<file path="src/rtl/obj_sched_pkg.sv">
// Shared constants and types for the object frame scheduler.
package obj_sched_pkg;

   localparam int unsigned DEF_NUM_OBJ     = 6;
   localparam int unsigned DEF_LOC_W       = 21;
   localparam int unsigned DEF_TICK_PERIOD = 10000;

   typedef enum logic [1:0] {
      IDLE = 2'd0,
      SEND = 2'd1,
      DONE = 2'd2
   } state_e;

   typedef logic [DEF_LOC_W-1:0] loc_t;

endpackage

</file>
<file path="src/rtl/obj_frame_sched_if.sv">
// Valid/ready stream of snapshot object locations tagged with object index.
interface obj_frame_sched_if
   import obj_sched_pkg::*;
#(
   parameter int unsigned LOC_W = DEF_LOC_W,
   parameter int unsigned IDX_W = $clog2(DEF_NUM_OBJ)
) ();

   logic             obj_valid_out;
   logic             obj_ready_in;
   logic [LOC_W-1:0] obj_loc_out;
   logic [IDX_W-1:0] obj_idx_out;

   modport master (
      output obj_valid_out,
      output obj_loc_out,
      output obj_idx_out,
      input  obj_ready_in
   );

   modport slave (
      input  obj_valid_out,
      input  obj_loc_out,
      input  obj_idx_out,
      output obj_ready_in
   );

endinterface

</file>
<file path="src/rtl/frame_tick_gen.sv">
// Free-running period counter; emits a one-cycle tick at the end of each period while enabled.
module frame_tick_gen
   import obj_sched_pkg::*;
#(
   parameter int unsigned PERIOD = DEF_TICK_PERIOD
) (
   input  logic clk_in,
   input  logic rst_in,
   input  logic enable_in,
   output logic tick_c
);

   localparam int unsigned    CNT_W = (PERIOD > 1) ? $clog2(PERIOD) : 1;
   localparam logic [CNT_W-1:0] LAST = CNT_W'(PERIOD - 1);

   logic [CNT_W-1:0] cnt;

   // Count 0..PERIOD-1 while enabled; disabling parks the counter at 0 so re-enable starts a full period.
   always_ff @(posedge clk_in or posedge rst_in) begin
      if (rst_in) begin
         cnt <= '0;
      end else if (!enable_in || cnt == LAST) begin
         cnt <= '0;
      end else begin
         cnt <= cnt + CNT_W'(1);
      end
   end

   assign tick_c = enable_in && (cnt == LAST);

endmodule

</file>
<file path="src/rtl/obj_frame_sched.sv">
// Frame scheduler: snapshots all object locations on each tick and streams them one per handshake.
module obj_frame_sched
   import obj_sched_pkg::*;
#(
   parameter int unsigned NUM_OBJ     = DEF_NUM_OBJ,
   parameter int unsigned LOC_W       = DEF_LOC_W,
   parameter int unsigned TICK_PERIOD = DEF_TICK_PERIOD,
   parameter int unsigned IDX_W       = $clog2(NUM_OBJ)
) (
   input  logic                 clk_in,
   input  logic                 rst_in,
   input  logic                 enable_in,
   input  logic [LOC_W-1:0]     obj_loc_in [NUM_OBJ],
   obj_frame_sched_if.master    obj_bus,
   output logic                 frame_start_out,
   output logic                 frame_done_out,
   output logic                 busy_out,
   output logic [7:0]           overrun_cnt_out
);

   localparam logic [1:0]       ST_IDLE  = 2'(IDLE);
   localparam logic [1:0]       ST_SEND  = 2'(SEND);
   localparam logic [1:0]       ST_DONE  = 2'(DONE);
   localparam logic [IDX_W-1:0] LAST_IDX = IDX_W'(NUM_OBJ - 1);

   logic                 tick_c;
   logic [1:0]           state, state_n;
   logic [IDX_W-1:0]     idx, idx_n;
   logic [LOC_W-1:0]     shadow [NUM_OBJ];
   logic                 load_n;
   logic                 valid_q;
   logic [LOC_W-1:0]     loc_q, loc_n;
   logic [7:0]           overrun_n;

   frame_tick_gen #(
      .PERIOD (TICK_PERIOD)
   ) u_tick (
      .clk_in    (clk_in),
      .rst_in    (rst_in),
      .enable_in (enable_in),
      .tick_c    (tick_c)
   );

   // Next-state, next-index and registered-output values.
   always_comb begin
      state_n   = state;
      idx_n     = idx;
      load_n    = 1'b0;
      overrun_n = overrun_cnt_out;
      case (state)
         ST_IDLE: begin
            if (tick_c) begin
               load_n  = 1'b1;
               state_n = ST_SEND;
               idx_n   = '0;
            end
         end
         ST_SEND: begin
            if (obj_bus.obj_ready_in) begin
               if (idx == LAST_IDX) begin
                  state_n = ST_DONE;
               end else begin
                  idx_n = idx + IDX_W'(1);
               end
            end
         end
         ST_DONE: begin
            state_n = ST_IDLE;
            idx_n   = '0;
         end
         default: begin
            state_n = ST_IDLE;
            idx_n   = '0;
         end
      endcase
      // The snapshot is written this cycle, so the first word comes straight from the live input.
      loc_n = load_n ? obj_loc_in[0] : shadow[idx_n];
      // A tick outside IDLE (including the DONE cycle) is dropped and counted.
      if (tick_c && state != ST_IDLE && overrun_cnt_out != 8'hFF) begin
         overrun_n = overrun_cnt_out + 8'd1;
      end
   end

   // State, index and all registered outputs.
   always_ff @(posedge clk_in or posedge rst_in) begin
      if (rst_in) begin
         state           <= ST_IDLE;
         idx             <= '0;
         valid_q         <= 1'b0;
         loc_q           <= '0;
         frame_start_out <= 1'b0;
         frame_done_out  <= 1'b0;
         busy_out        <= 1'b0;
         overrun_cnt_out <= '0;
      end else begin
         state           <= state_n;
         idx             <= idx_n;
         valid_q         <= (state_n == ST_SEND);
         loc_q           <= loc_n;
         frame_start_out <= load_n;
         frame_done_out  <= (state_n == ST_DONE);
         busy_out        <= (state_n != ST_IDLE);
         overrun_cnt_out <= overrun_n;
      end
   end

   // Shadow copy of every object location, taken only at frame start.
   always_ff @(posedge clk_in or posedge rst_in) begin
      if (rst_in) begin
         for (int i = 0; i < int'(NUM_OBJ); i++) begin
            shadow[i] <= '0;
         end
      end else if (load_n) begin
         for (int i = 0; i < int'(NUM_OBJ); i++) begin
            shadow[i] <= obj_loc_in[i];
         end
      end
   end

   assign obj_bus.obj_valid_out = valid_q;
   assign obj_bus.obj_loc_out   = loc_q;
   assign obj_bus.obj_idx_out   = idx;

endmodule

</file>
<file path="src/flat_wrapper.sv">
// flat-port wrapper written by rule: the top's interface ports become plain ports
module obj_frame_sched_flat import obj_sched_pkg::*;
#(
   parameter int unsigned NUM_OBJ     = DEF_NUM_OBJ,
   parameter int unsigned LOC_W       = DEF_LOC_W,
   parameter int unsigned TICK_PERIOD = DEF_TICK_PERIOD,
   parameter int unsigned IDX_W       = $clog2(NUM_OBJ)
)
  (clk_in, rst_in, enable_in, obj_loc_in, frame_start_out, frame_done_out, busy_out, overrun_cnt_out, obj_bus_obj_valid_out, obj_bus_obj_loc_out, obj_bus_obj_idx_out, obj_bus_obj_ready_in);
  obj_frame_sched_if #(.LOC_W(LOC_W), .IDX_W(IDX_W)) obj_bus_i ();
  input  logic clk_in;
  input  logic rst_in;
  input  logic enable_in;
  input  logic [LOC_W-1:0] obj_loc_in[NUM_OBJ];
  output logic frame_start_out;
  output logic frame_done_out;
  output logic busy_out;
  output logic [7:0] overrun_cnt_out;
  output wire logic [$bits(obj_bus_i.obj_valid_out)-1:0] obj_bus_obj_valid_out;
  output wire logic [$bits(obj_bus_i.obj_loc_out)-1:0] obj_bus_obj_loc_out;
  output wire logic [$bits(obj_bus_i.obj_idx_out)-1:0] obj_bus_obj_idx_out;
  input wire logic [$bits(obj_bus_i.obj_ready_in)-1:0] obj_bus_obj_ready_in;
  assign obj_bus_obj_valid_out = obj_bus_i.obj_valid_out;
  assign obj_bus_obj_loc_out = obj_bus_i.obj_loc_out;
  assign obj_bus_obj_idx_out = obj_bus_i.obj_idx_out;
  assign obj_bus_i.obj_ready_in = obj_bus_obj_ready_in;
  obj_frame_sched #(.NUM_OBJ(NUM_OBJ), .LOC_W(LOC_W), .TICK_PERIOD(TICK_PERIOD), .IDX_W(IDX_W)) u_core (.clk_in(clk_in), .rst_in(rst_in), .enable_in(enable_in), .obj_loc_in(obj_loc_in), .obj_bus(obj_bus_i), .frame_start_out(frame_start_out), .frame_done_out(frame_done_out), .busy_out(busy_out), .overrun_cnt_out(overrun_cnt_out));
endmodule
</file>
<file path="config.mk">
export PLATFORM = sky130hd
export DESIGN_NAME = obj_frame_sched_flat
export DESIGN_NICKNAME = d
export VERILOG_FILES = /design/src/rtl/obj_sched_pkg.sv /design/src/rtl/obj_frame_sched_if.sv /design/src/rtl/frame_tick_gen.sv /design/src/rtl/obj_frame_sched.sv /design/src/flat_wrapper.sv
export SDC_FILE = /design/constraint.sdc
export NUM_CORES = 1
export LEC_CHECK = 0
export CAP_MARGIN = 5
export CORE_MARGIN = 4
export CORE_UTILIZATION = 45
export CTS_CLUSTER_DIAMETER = 50
export CTS_CLUSTER_SIZE = 14
export DETAILED_ROUTE_END_ITERATION = 8
export PLACE_DENSITY = 0.72
export SLEW_MARGIN = 5
export SYNTH_ARGS = -nofsm -noshare
export SYNTH_HDL_FRONTEND = slang
export SYNTH_HIERARCHICAL = 1
export SYNTH_SLANG_ARGS = --single-unit
</file>
<file path="constraint.sdc">
create_clock -name clk_in -period 8.2 [get_ports clk_in]
set_input_delay 0.82 -clock clk_in [delete_from_list [all_inputs] [get_ports clk_in]]
set_output_delay 0.82 -clock clk_in [all_outputs]
set_load 0.02 [all_outputs]
</file>
=== Yosys cells after proc, flatten, opt, wreduce, memory -nomap -nowiden ===
Cells that the tools add are included.

* Bits in registers: 178
* Output and inout port bits: 36
* Logic and storage cells: 49

* Add/subtract/negate cells: 3
* Magnitude comparators: 1
* Equal/unequal tests: 6
* Multiplexer cells: 15
* Bitwise gates (word level): 1
* Reductions and logical operators: 8

{| class="wikitable"
|+ Operators by type and width
! operator !! count
|-
| 21-bit binary-select mux with 3-bit select || 1
|-
| 21-bit 2-to-1 mux || 3
|-
| 14-bit by 1-bit adder with 14-bit output (second input constant) || 1
|-
| 14-bit equality test (second input constant) || 1
|-
| 14-bit 2-to-1 mux || 1
|-
| 3-bit 2-to-1 mux || 3
|-
| 8-bit by 1-bit adder with 8-bit output (second input constant) || 1
|-
| 8-bit != test (second input constant) || 1
|-
| 2-bit 2-to-1 mux || 3
|-
| 3-bit one-hot mux with 2 select lines || 1
|-
| 2-bit by 1-bit equality test with 1-bit output (second input constant) || 2
|-
| 4-bit >= comparator (second input constant) || 1
|-
| 3-bit NOT with 4-bit output || 1
|-
| 2-bit one-hot mux with 2 select lines || 1
|-
| 2-bit nonzero test || 2
|-
| 3-bit by 1-bit adder with 3-bit output (second input constant) || 1
|-
| 3-bit equality test (second input constant) || 1
|-
| 1-bit logical AND || 3
|-
| 2-bit equality test (second input constant) || 1
|-
| 2-bit logical NOT || 1
|-
| 1-bit 2-to-1 mux || 2
|-
| 1-bit logical NOT || 1
|-
| 1-bit logical OR || 1
|}

=== Longest topological paths before layout ===
* Depth in word-level cells: 9
* Gate-level depth with buffers: 14
* Mapped depth without buffers: 11

=== By module ===
The synthesis kept the hierarchy.

{| class="wikitable"
|+ By module, submodules not included
! module !! times used !! cells each !! area an instance (sq um) !! sequential area each (sq um)
|-
| obj_frame_sched || 1 || 837 || 7,253.2 || 4,103.9
|-
| frame_tick_gen || 1 || 71 || 695.7 || 350.3
|}

=== Least setup slack after synthesis ===
OpenSTA, ideal clock, no wires.

* Kind: flip-flop to flip-flop
* Start point: register u_core.u_tick.cnt[11]
* End point: register u_core.loc_q[10] (netlist: u_core/obj_bus.obj_loc_out[10])
* Library setup time: 0.126 ns
* Arrival: 2.724 ns
* Slack: 5.350 ns
* Stages on the path, launching flop included: 14
* Cells stage by stage: dfrtp_1 > or4b_1 > or4_4 > nor2_1 > inv_1 > a21oi_1 > a211o_1 > buf_6 > inv_2 > buf_6 > buf_4 > nand2_1 > a21oi_1 > o32a_1

* Word-level cells in the longest chain between the ends: 9
* Elaborated cells on any way between the ends: 11
* Classes of those cells: eq/ne: 1; mux: 8; bitwise: 1; reduce/logical: 1

{| class="wikitable"
|+ RTL lines
! element !! line !! source
|-
| from (decl) || frame_tick_gen.sv:16 || <nowiki>logic [CNT_W-1:0] cnt;</nowiki>
|-
| from (signal assigned) || frame_tick_gen.sv:25 || <nowiki>cnt <= cnt + CNT_W'(1);</nowiki>
|-
| 14-bit equality test (*) || frame_tick_gen.sv:29 || <nowiki>assign tick_c = enable_in && (cnt == LAST);</nowiki>
|-
| 1-bit logical AND (*) || frame_tick_gen.sv:29 ||
|-
| net u_core.tick_c || obj_frame_sched.sv:26 || <nowiki>logic tick_c;</nowiki>
|-
| 3-bit 2-to-1 mux || obj_frame_sched.sv:52 || <nowiki>if (tick_c) begin</nowiki>
|-
| 3-bit one-hot mux with 2 select lines || obj_frame_sched.sv:50 || <nowiki>case (state)</nowiki>
|-
| 3-bit NOT with 4-bit output (not written as such) || obj_frame_sched.sv:77 || <nowiki>loc_n = load_n ? obj_loc_in[0] : shadow[idx_n];</nowiki>
|-
| 21-bit binary-select mux with 3-bit select || obj_frame_sched.sv:77 ||
|-
| 21-bit 2-to-1 mux (not written as such) (2 in a row) || obj_frame_sched.sv:77 ||
|-
| 21-bit 2-to-1 mux (*) || obj_frame_sched.sv:77 ||
|-
| net u_core.loc_n[10] || obj_frame_sched.sv:32 || <nowiki>logic [LOC_W-1:0] loc_q, loc_n;</nowiki>
|-
| to (signal assigned) || obj_frame_sched.sv:99 || <nowiki>loc_q <= loc_n;</nowiki>
|-
| to (decl) || obj_frame_sched.sv:32 ||
|}

Mark *: on every way through the listed nets, which the timed path passes. The rest lies on a longest branch. The select of a mux whose other input is x is not followed.
A chain may end at the register's enable or synchronous reset.

=== Worst setup path in the final report ===
* Start point: register u_core.u_tick.cnt[7]
* End point: register u_core.loc_q[0] (netlist: u_core/obj_bus.obj_loc_out[0])

The elaborated chain is that of the path after synthesis.

==> flow_summary_export.csv <==
group,metric,value,unit
worst_setup_path,cp_max_fo,60,
grt,grt_max_degree,104,
clock_tree,clock_latency,430,ps
clock_tree,post_cts_resized,0,
worst_setup_path,path_delay_family,"buffers and inverters",
clock_tree,clock-sinks,178,
routing,post_drt_wl_per_cell,16.1,µm
routing,drt-pass1-iter-count,4,
place,io_buffer_count,165,
final_layout,fillers,1534,
power_and_ir_drop,power_density,254,nW/µm²
grt,grt_use_total,21.2,%
grt,grt_pass1_vias,6166,
final_layout,final_cell_area,10300,µm²
grt,grt_antenna_before_repair,0,
worst_setup_path,worstPathRequired,8510,ps
worst_setup_path,path_buf_inv,3,
worst_setup_path,cp-end-kind,"flip-flop",
sta,fin_skew,13.1,ps
routing,via_per_inst,5.05,
clock_tree,path_clk_slew,70,ps
sta,rsz0062_at_grt,"no",
floorplanning,start_util,46.0,%
clock_tree,clockRootBuffer,"clkbuf_16",
sta,max_slew_margin,32.9,%
worst_setup_path,critPathKind,"flip-flop to flip-flop",
yosys,ys_seq_area_share,56.0,%
final_layout,final_common_cell,"nand2_1",
yosys,synth-warning-count,6,
final_layout,area_delta_synth_final,29.5,%
power_and_ir_drop,p_clk_share,32.3,%
yosys,synth-seq-cells,178,
worst_setup_path,slowest_delay,630,ps
power_and_ir_drop,power.leakage,4.96,nW
power_and_ir_drop,intPower,1.76,mW
final_layout,drive_gt1_share,4.82,%
job,cap_violations,0,
outcome,status,"complete, no violations",
floorplanning,die_w,141,µm
routing,totalWireLength,20.7,mm
yosys,synth-edff-count,0,
hold_path,hold_class,"flip-flop to flip-flop",
floorplanning,pin_count,166,
clock_tree,holdBufCountCts,0,
sta,post-route-min-period,4280,ps
yosys,ys_dominant_reg_cell,"dfrtp_1",
grt,grt_overflow,0,
sta,finalCritPeriodShare,52.2,%
sta,setup-violations-final,0,
grt,grt_pass1_wl,33.1,mm
clock_tree,cts_setup_buffers,0,
routing,drc,0,
final_layout,final_cell_mix,"nand2_1, dfrtp_1, clkdlybuf4s50_1",
final_layout,multi_input_area,3200,µm²
floorplanning,dieHeight,141,µm
sta,final-max-slew-violation-count,0,
sta,fin_tns_setup,0,ps
power_and_ir_drop,swShare,32.5,%
floorplanning,die-area,19900,µm²
worst_setup_path,critPathSlowestCell,"buf_4",
power_and_ir_drop,ir_worst_vdd,161,µV
yosys,synth_fp_nets,1043,
yosys,syn_area_per_cell,8.75,µm²
clock_tree,clockBufferDepth,2,
routing,vias,6483,
final_layout,final_nets,1181,
floorplanning,core-area,17300,µm²
final_layout,regArea,4450,µm²
place,placed_cell_area,9680,µm²
yosys,netlist_area,7950,µm²
clock_tree,h-tree-depth,4,
place,gp_congestion,0.798,
yosys,syn_inst,908,
power_and_ir_drop,p_sw,0.849,mW
routing,ant_nets,0,
yosys,ys_types,38,
yosys,ys_async_sr_fraction,100,%
worst_setup_path,crit_arrival,4590,ps
power_and_ir_drop,pwr-share-seq,38.7,%
clock_tree,cts_buffers,17,
worst_setup_path,start_kind,"flip-flop",
sta,worst_pin_slew,1010,ps
worst_setup_path,crit_chain,"or4b_1 > or4_4 > nor2_1 > inv_1 > a21oi_1 > a211o_2 > buf_4 > inv_2 > mux2i_1 > o21ai_0 > o32a_1",
sta,clock.fmax,233,MHz
routing,drtIter0Drc,522,
sta,final_hold_viol_count,0,
place,dp_hpwl,13.6,mm
final_layout,antennaDiodeCount,0,
power_and_ir_drop,pwr-share-comb,29.0,%
floorplanning,rows,48,
clock_tree,cts_tree,"done",
-- synthesized netlist by cell type (2+ instances only) --
cell | count | share of area (%)
a21boi_0 | 21 | 2.0
a21oi_1 | 22 | 1.4
a31oi_1 | 2 | 0.16
and3_1 | 4 | 0.31
buf_2 | 10 | 0.63
buf_4 | 2 | 0.19
buf_6 | 5 | 0.71
buf_8 | 2 | 0.38
clkbuf_1 | 34 | 1.6
dfrtp_1 | 178 | 56
ha_1 | 5 | 0.79
inv_1 | 6 | 0.28
inv_2 | 2 | 0.094
mux2_2 | 2 | 0.28
mux2i_1 | 22 | 2.8
nand2_1 | 470 | 22
nand2b_1 | 2 | 0.16
nand3_1 | 6 | 0.38
nand4_1 | 5 | 0.39
nor2_1 | 20 | 0.94
nor2b_1 | 2 | 0.16
nor3_1 | 9 | 0.57
o21ai_0 | 21 | 1.3
o21ai_1 | 2 | 0.13
o32a_1 | 21 | 2.6
or3_1 | 3 | 0.24
xnor2_1 | 17 | 1.9
xor2_1 | 3 | 0.33
-- cell families (layout without fill, tap and decap cells) --
group / after synthesis / in the layout / share of synthesized area [%]
AND/OR/NAND/NOR: 528 / 528 / 26.1
flip-flops: 178 / 178 / 56.0
AO/OA/AOI/OAI: 92 / 92 / 7.96
buffers and inverters: 61 / 212 / 3.89
multiplexers: 24 / 24 / 3.05
XOR/XNOR: 20 / 20 / 2.20
adder cells (fa/ha/maj): 5 / 5 / 0.787
-- final timing paths --
path | startpoint | endpoint | slack [ps] | cells after the start
worst max-delay path | u_core/u_tick/cnt[7]$_DFF_PP0_ | u_core/obj_bus.obj_loc_out[0]$_DFF_PP0_ | 3920 | 11
worst min-delay path | u_core/shadow[65]$_DFFE_PP0P_ | u_core/shadow[65]$_DFFE_PP0P_ | 470 | 2
worst max register to register | u_core/u_tick/cnt[7]$_DFF_PP0_ | u_core/obj_bus.obj_loc_out[0]$_DFF_PP0_ | 3920 | 11
worst min register to register | u_core/shadow[65]$_DFFE_PP0P_ | u_core/shadow[65]$_DFFE_PP0P_ | 470 | 2
max in group asynchronous | rst_in | u_core/shadow[53]$_DFFE_PP0P_ | 5800 | 3
min in group asynchronous | rst_in | u_core/u_tick/cnt[7]$_DFF_PP0_ | 840 | 2
-- flip-flops by register name (all words and copies together) (netlist names) --
register	flops
u_core/frame_done_out	1
u_core/obj_bus.obj_valid_out	1
u_core/obj_bus.obj_idx_out	3
u_core/frame_start_out	1
u_core/busy_out	1
u_core/u_tick/cnt	14
u_core/state	2
u_core/shadow	126
u_core/overrun_cnt_out	8
u_core/obj_bus.obj_loc_out	21
-- cell type report --
cell class / count / area share, %
clock buffers: 18 / 4.17
well taps: 225 / 2.74
clock inverters: 14 / 1.75
repair buffers: 172 / 16.6
flip-flops and latches: 178 / 43.3
multi-input cells: 669 / 31.1
inverters: 8 / 0.365
-- power groups by stage --
| stage | registers (mW) | logic [mW] | clock network (mW) |
|---|---|---|---|
| final | 1.01 | 0.758 | 0.843 |
| after global routing | 1.02 | 0.817 | 0.899 |
| after CTS | 1.01 | 0.759 | 0.864 |
| after detailed placement | 1.03 | 0.756 | 0 |
| after global placement | 1.03 | 0.749 | 0 |
| after floorplan | 1.06 | 0.460 | 0 |
-- metal layers --
metal	up-vias	global-route usage [%]	part of all wire [%]	wire, µm
met1	3094	32.1	49	10200
met4	0	7.55	2.2	446
met2	170	30.2	44	9160
li1	3188	-	-	-
met3	31	4.38	4.4	906
met5	-	0	0	0
-- worst reg2reg max path: cells and delay by family, from the launching register on --
family | cells | cell delay, ps
mux | 1 | 370
simple gates | 3 | 1250
compound gates | 4 | 740
flops | 1 | 420
buf+inv | 3 | 1390
-- through the flow --
stage | setup WS, ps | total power [mW] | utilization, % | std cells | hold slack [ps]
5_1_grt | 3680 | 2.74 | 59.5 | 1284 | 486
3_3_place_gp | 4100 | 1.77 | 55.9 | 1251 | 457
6_report | 3920 | 2.61 | 59.5 | 1284 | 473
2_1_floorplan | 2950 | 1.52 | - | 908 | 445
4_1_cts | 3960 | 2.64 | 59.5 | 1284 | 479
3_5_place_dp | 3970 | 1.78 | 56.0 | 1252 | 462
No activity file was read; power rests on OpenSTA's default activity.
